File: config.mk
export PLATFORM = sky130hd
export DESIGN_NAME = ft600_rx_deframer
export DESIGN_NICKNAME = d
export VERILOG_FILES = /design/src/rtl/ft600_rx_deframer.sv
export SDC_FILE = /design/constraint.sdc
export NUM_CORES = 1
export LEC_CHECK = 0
export ABC_AREA = 1
export BUFFER_PORTS_ARGS = -buffer_cell sky130_fd_sc_hd__clkbuf_2
export CAP_MARGIN = 10
export CORE_ASPECT_RATIO = 1.25
export CORE_MARGIN = 2
export CORE_UTILIZATION = 50
export CTS_CLUSTER_SIZE = 8
export DETAILED_ROUTE_END_ITERATION = 10
export GPL_TIMING_DRIVEN = 1
export PLACE_DENSITY = 0.73
export SETUP_SLACK_MARGIN = 0.5
export SLEW_MARGIN = 10
export SYNTH_ARGS = -nofsm -noshare
export SYNTH_HDL_FRONTEND = slang
export SYNTH_SLANG_ARGS = --single-unit
File: constraint.sdc
create_clock -name CLK -period 6.7 [get_ports CLK]
set_input_delay 0.335 -clock CLK [delete_from_list [all_inputs] [get_ports CLK]]
set_output_delay 0.335 -clock CLK [all_outputs]
set_load 0.01 [all_outputs]
File: src/rtl/ft600_rx_deframer.sv
// Receive deframer behind the FT600 bus interface: word FIFO with read throttle,
// then a header/body splitter that turns length-prefixed packets into a valid/ready stream.

module ft600_rx_fifo #(
    parameter int DEPTH = 16,
    parameter int SKID  = 4,
    localparam int AW   = $clog2(DEPTH)
) (
    input  logic        CLK,
    input  logic        nRST,
    input  logic        push_req,
    input  logic [15:0] push_data,
    input  logic        pop,
    output logic [15:0] head,
    output logic        empty,
    output logic        full,
    output logic        throttle
);

    localparam logic [AW:0] DEPTH_C = (AW + 1)'(DEPTH);
    localparam logic [AW:0] SKID_C  = (AW + 1)'(SKID);

    logic [15:0]   mem [DEPTH];
    logic [AW-1:0] wr_ptr;
    logic [AW-1:0] rd_ptr;
    logic [AW:0]   count;
    logic          push_ok;
    logic          pop_ok;

    assign empty    = (count == '0);
    assign full     = (count == DEPTH_C);
    // A full FIFO refuses the word even if a pop frees a slot in the same cycle.
    assign push_ok  = push_req && !full;
    assign pop_ok   = pop && !empty;
    assign head     = mem[rd_ptr];
    assign throttle = (DEPTH_C - count) <= SKID_C;

    always_ff @(posedge CLK) begin
        if (!nRST) begin
            wr_ptr <= '0;
            rd_ptr <= '0;
            count  <= '0;
        end else begin
            if (push_ok) begin
                wr_ptr <= wr_ptr + 1'b1;
            end
            if (pop_ok) begin
                rd_ptr <= rd_ptr + 1'b1;
            end
            case ({push_ok, pop_ok})
                2'b10:   count <= count + 1'b1;
                2'b01:   count <= count - 1'b1;
                default: count <= count;
            endcase
        end
    end

    always_ff @(posedge CLK) begin
        if (nRST && push_ok) begin
            mem[wr_ptr] <= push_data;
        end
    end

endmodule

// state  | meaning
// HEADER | waiting for a length word; zero lengths are counted and skipped
// BODY   | forwarding 'remaining' payload words to the consumer
module ft600_rx_deframer #(
    parameter int DEPTH = 16,
    parameter int SKID  = 4
) (
    input  logic        CLK,
    input  logic        nRST,
    input  logic        in_valid,
    input  logic [15:0] in_data,
    output logic        in_throttle,
    output logic        out_valid,
    output logic [15:0] out_data,
    output logic        out_last,
    input  logic        out_ready,
    output logic        overflow,
    output logic [7:0]  zero_len_cnt,
    output logic [15:0] pkt_cnt
);

    localparam logic [0:0] HEADER = 1'b0;
    localparam logic [0:0] BODY   = 1'b1;

    logic [0:0]  state;
    logic [15:0] remaining;
    logic [15:0] head;
    logic        empty;
    logic        full;
    logic        fifo_pop;

    ft600_rx_fifo #(
        .DEPTH (DEPTH),
        .SKID  (SKID)
    ) u_fifo (
        .CLK       (CLK),
        .nRST      (nRST),
        .push_req  (in_valid),
        .push_data (in_data),
        .pop       (fifo_pop),
        .head      (head),
        .empty     (empty),
        .full      (full),
        .throttle  (in_throttle)
    );

    assign out_valid = (state == BODY) && !empty;
    // Data is zeroed while idle so stale RAM contents never show on the bus.
    assign out_data  = out_valid ? head : 16'h0000;
    assign out_last  = out_valid && (remaining == 16'd1);
    assign fifo_pop  = (state == HEADER) ? !empty : (out_valid && out_ready);

    always_ff @(posedge CLK) begin
        if (!nRST) begin
            state        <= HEADER;
            remaining    <= 16'd0;
            overflow     <= 1'b0;
            zero_len_cnt <= 8'd0;
            pkt_cnt      <= 16'd0;
        end else begin
            if (in_valid && full) begin
                overflow <= 1'b1;
            end
            case (state)
                HEADER: begin
                    if (!empty) begin
                        if (head == 16'd0) begin
                            if (zero_len_cnt != 8'hFF) begin
                                zero_len_cnt <= zero_len_cnt + 1'b1;
                            end
                        end else begin
                            remaining <= head;
                            state     <= BODY;
                        end
                    end
                end
                BODY: begin
                    if (out_valid && out_ready) begin
                        remaining <= remaining - 1'b1;
                        if (remaining == 16'd1) begin
                            pkt_cnt <= pkt_cnt + 1'b1;
                            state   <= HEADER;
                        end
                    end
                end
                default: state <= HEADER;
            endcase
        end
    end

endmodule

# Word-level counts from Yosys, hierarchy flattened
# Memory sizes are Yosys's and may differ from the RTL's. A register that Yosys moved wholly into a read port is not among the register bits.
# Cells that the tools add are included.
[totals] ff_bits=55 mem_bits_rw=256 input_bits=20 output_inout_bits=44 word_cells=59 memories=1
[classes] addsub=8 n_lt_le_gt_ge=1 eq_ne=8 mux=16 bitwise_logic=2 n_reduce_logical=15
[memory_table] name="u_fifo.mem" depth=16 width=16 read_ports=1 rd_clocked_by_memory_dff=1 wr=1 line_no="23" rtl="logic [15:0] mem [DEPTH];"
[op_table] operator="two-way mux 16 bit" n=4
[op_table] operator="case mux 16 bit (2 select lines)" n=1
[op_table] operator="adder 16 x 1 -> 16 bit, second input constant" n=1
[op_table] operator="== test 16 x 1 -> 1 bit, second input constant" n=1
[op_table] operator="zero test 16 bit" n=1
[op_table] operator="subtractor 16 x 1 -> 16 bit, second input constant" n=1
[op_table] operator="case mux 5 bit (2 select lines)" n=1
[op_table] operator="adder 4 x 1 -> 4 bit, second input constant" n=2
[op_table] operator="adder 8 x 1 -> 8 bit, second input constant" n=1
[op_table] operator="two-way mux 4 bit" n=2
[op_table] operator="!= test 8 bit, second input constant" n=1
[op_table] operator="logical AND 1 bit" n=7
[op_table] operator="two-way mux 1 bit" n=7
[op_table] operator="AND reduction 3 bit" n=2
[op_table] operator="adder 5 x 1 -> 5 bit, second input constant" n=1
[op_table] operator="== test 5 bit, second input constant" n=1
[op_table] operator="less-or-equal comparator 5 x 3 -> 1 bit, second input constant" n=1
[op_table] operator="zero test 5 bit" n=1
[op_table] operator="subtractor 5 x 1 -> 5 bit, second input constant" n=1
[op_table] operator="subtractor 5 bit, first input constant" n=1
[op_table] operator="!= test 2 bit, second input constant" n=2
[op_table] operator="AND reduction 4 bit" n=1
[op_table] operator="== test 2 x 1 -> 1 bit, second input constant" n=1
[op_table] operator="== test 2 bit, second input constant" n=1
[op_table] operator="5 further kinds" n=7

# Logic depth before layout (Yosys ltp)
[depth] depth_word=8 mapped_depth=18 ltp_nobuf=18

# Modules after synthesis
# From an unflattened synthesis, not the netlist that was laid out.
[unflattened] hier_cells=1409 area_unflattened_um2=14214.9
[modules_own_cells] module="ft600_rx_fifo" instances=1 cells_each=956 area_each_um2=11377.2
[modules_own_cells] module="ft600_rx_deframer" instances=1 cells_each=453 area_each_um2=2837.7

# Worst setup path after synthesis
# Ideal clock, no wire load.
[synth_timing] path_kind="register to register" from="register u_fifo.count[2]" to="register u_fifo.count[4]" setup_ns=0.120 arrival_time_ns=2.765 required_time_ns=6.580 setup_slack_ns=3.815 path_stages_with_launch=19 n_path_buf=1 period_less_slack_ns=2.885 path_cell_list="dfxtp_1 -> inv_1 -> nand3_1 -> inv_1 -> ha_1 -> a21oi_1 -> clkbuf_1 -> ha_1 -> xor2_1 -> ha_1 -> a21o_1 -> nand2_1 -> nand2_1 -> a21oi_1 -> nand2_1 -> nand2_1 -> nor2_1 -> o21ai_0 -> a21oi_1"
[synth_between] elab_chain_cells=8 word_cells_on_any_way=15 cone_classes="add/sub: 2; eq/ne: 3; mux: 2; reduce/logical: 8"
[synth_lines] element="start, declared" line_no="26" rtl="logic [AW:0] count;"
[synth_lines] element="start signal, assigned" line_no="51" rtl="2'b10: count <= count + 1'b1;"
[synth_lines] element="start signal, assigned" line_no="52" rtl="2'b01: count <= count - 1'b1;"
[synth_lines] element="start signal, assigned" line_no="53" rtl="default: count <= count;"
[synth_lines] element="zero test 5 bit" line_no="30" rtl="assign empty = (count == '0);"
[synth_lines] element="zero test 1 bit" line_no="34, 112, 116"
[synth_lines] element="logical AND 1 bit" line_no="112" rtl="assign out_valid = (state == BODY) && !empty;"
[synth_lines] element="logical AND 1 bit" line_no="116" rtl="assign fifo_pop = (state == HEADER) ? !empty : (out_valid && out_ready);"
[synth_lines] element="two-way mux 1 bit" line_no="116"
[synth_lines] element="logical AND 1 bit" line_no="34" rtl="assign pop_ok = pop && !empty;"
[synth_lines] element="== test 2 x 1 -> 1 bit / == test 2 bit (equally long branches)" line_no="50" rtl="case ({push_ok, pop_ok})"
[synth_lines] element="case mux 5 bit (2 select lines) / nonzero test 2 bit (equally long branches)"
# Parallel ways exist; a longest one is shown, timed or not.
# A chain may end at the register's enable or synchronous reset.

==> results.tsv <==
stage	metric	value	unit
synth	synthCells	1485	
timing	finalHoldViolations	0	
die	io_pins	64	
detailed_routing	avgViaCountPerCell	5.534	
layout	syn2layout_area_growth	13.35	%
grt	grt_max_degree	63	
detailed_routing	vias	10620	
detailed_routing	drt_wl_total	34.82	mm
clock_tree	clk_pin_slew_worst_paths	0.05	ns
critical_path	arrival	3.45	ns
critical_path	required	6.36	ns
timing	period_share	56.55	%
clock_tree	cts_tree	built	
critical_path	critPathMostFrequentCell	nand3_1	
power	power	6.203	mW
grt	antenna_found_initial	1	
timing	skew	0.01806	ns
clock_tree	cts_buffers	45	
timing	worst_slack	2.911	ns
synth	yosysWarnings	0	
grt	grtUsageTotal	23.59	%
synth	synthArstFlopShare	0	%
layout	final_cell_mix	nand2_1, edfxtp_1, nand3_1	
die	dieHeight	192.0	um
detailed_routing	wire_per_inst	18.14	um
critical_path	startpoint_type	register	
min_path	hold_class	in2reg	
synth	synth_flop_cell	edfxtp_1	
critical_path	worst_path_max_delay_cell	clkinv_2	
place	hpwl	19.99	mm
clock_tree	clkLatencyLatePin	0.54	ns
place	io_buffers	63	
timing	finalSetupTns	0	ns
flow_run	maxCapViolCount	0	
clock_tree	cts_hold_buf	0	
critical_path	worstSetupPathType	reg2out	
synth	synth-edff-count	256	
timing	rsz0062_at_grt	false	
critical_path	critPathMaxFanout	62	
clock_tree	cts-root-buf	clkbuf_16	
clock_tree	clockBufferDepth	3	
detailed_routing	drtIter0Drc	1103	
timing	slew_viol_final	0	
power	total_leakage_power	6.498	nW
clock_tree	cts-resized-gates	0	
power	powerDensity	387.2	nW/um^2
place	place_area	14780	um^2
die	die_w	154.4	um
timing	tightest_slew	1.064	ns
timing	final-setup-viol-count	0	
layout	antenna_cells	0	
die	die_area	29640	um^2
detailed_routing	first_pass_iters	5	
grt	grt_pass1_wl	54.15	mm
critical_path	cp-end-kind	output pin	
timing	min_period	3.789	ns
clock_tree	cts_sinks	315	
power	max-vdd-ir-drop	0.0001858	V
clock_tree	htreeDepth	2	
synth	synth.yosys.seq_area_share	62.74	%
grt	grt_pass1_vias	10190	
layout	fin_nets	1592	
critical_path	slowest_delay	0.70	ns
layout	final_common_cell	nand2_1	
detailed_routing	drt.antenna.violating_nets	0	
layout	fin_area	16020	um^2
critical_path	path_cells	clkinv_2 -> buf_4 -> nand2_1 -> nand3_1 -> nand3_1 -> nand3_1 -> a21oi_1 -> clkbuf_2	
synth	synth_cell_type_count	38	
critical_path	crit_buf_inv	3	
place	gp_congestion	0.9198	
grt	grt-ovfl-total	0	
synth	syn_avg_cell_area	9.518	um^2
critical_path	critPathTopFamily	buffers and inverters	
synth	synth_fp_nets	1520	
place	place_ws	2.956	ns
clock_tree	post_cts_buffers	0	
timing	relSlewSlack	28.98	%
synth	syn_area	14130	um^2
synth	ys_ff_latch	315	
layout	drive_gt1_share	10.77	%
run_status	status	completed	
timing	max_freq	263.9	MHz
die	start_util	50.96	%
detailed_routing	drcViolationCount	0	
die	row_count	68	
die	placeableCoreArea	27740	um^2
[stage by stage]
stage	cells	hold WS (ns)	util (%)
4_1_cts	1919	0.04827	57.76
3_3_place_gp	1860	0.4334	53.29
5_1_grt	1919	0.1137	57.76
2_1_floorplan	1485	0.4121	-
3_5_place_dp	1860	0.4482	53.29
6_report	1919	0.06039	57.76
[Yosys cell counts (all sizes together) (8+ instances only)]
cell type,count,share of area (%)
buf,31,1.5
a21oi,49,1.7
xnor2,8,0.50
inv,145,3.9
o21ai,58,2.1
clkbuf,32,0.85
nand4,13,0.58
edfxtp,256,54
nand2,432,12
ha,15,1.3
dfxtp,59,8.4
xor2,12,0.74
nor2,159,4.3
nand3,176,6.4
nor3,15,0.53
[path summary, 6_finish.rpt]
kind / startpoint / to / slack, ns / cells past startpoint
setup / recovery: register / out_data[14] / 2.91 / 8
hold / removal: in_valid / overflow / 0.06 / 3
setup reg to reg: register / remaining[13] / 2.93 / 16
hold reg to reg: u_fifo.rd_ptr[3] / u_fifo.rd_ptr[3] / 0.45 / 1
[worst register-to-register path, delay by kind of cell (launching register included)]
| family | cells | cell delay [ns] |
|---|---|---|
| buffers and inverters | 2 | 1.34 |
| flip-flops | 1 | 0.50 |
| AND/OR/NAND/NOR | 14 | 1.82 |
[logic make-up (layout without fill, tap and decap cells)]
| group | after synthesis | after routing | share of synthesized area [%] |
|---|---|---|---|
| AND/OR/NAND/NOR | 805 | 805 | 23.85 |
| AO/OA/AOI/OAI | 121 | 121 | 4.568 |
| adder cells (fa/ha/maj) | 15 | 15 | 1.328 |
| flip-flops | 315 | 315 | 62.74 |
| buffers and inverters | 209 | 293 | 6.276 |
| XOR/XNOR | 20 | 20 | 1.239 |
[sequential cells by signal, summed over array words and instances (netlist names), named ones only]
| name | flops |
|---|---|
| state | 1 |
| zero_len_cnt | 8 |
| u_fifo.rd_ptr | 4 |
| u_fifo.wr_ptr | 4 |
| u_fifo.mem | 256 |
| remaining | 16 |
| pkt_cnt | 16 |
| u_fifo.count | 5 |
| overflow | 1 |
[area by class of cell]
| class | count | area, um^2 |
|---|---|---|
| fillers | 2273 | 11720 |
| clock inverters | 4 | 76.32 |
| inverters | 146 | 549.3 |
| multi-input cells | 961 | 4419 |
| well taps | 350 | 437.9 |
| clock buffers | 55 | 1164 |
| flip-flops and latches | 315 | 8872 |
| repair buffers | 88 | 503.0 |
[report_power, final]
group | switching (mW) | leakage (nW) | internal, mW | total, mW
sequential | 0.107 | 2.79 | 2.21 | 2.32
combinational | 1.31 | 3.12 | 0.569 | 1.88
clock | 0.793 | 0.594 | 1.21 | 2.00
[per-layer routing]
layer / track usage, % / part of all wire, %
met3: 3.610 / 8.2
met5: 0 / 0.037
met2: 40.38 / 48
met1: 30.02 / 40
met4: 10.19 / 3.9
No activity file was read; power rests on OpenSTA's default activity.
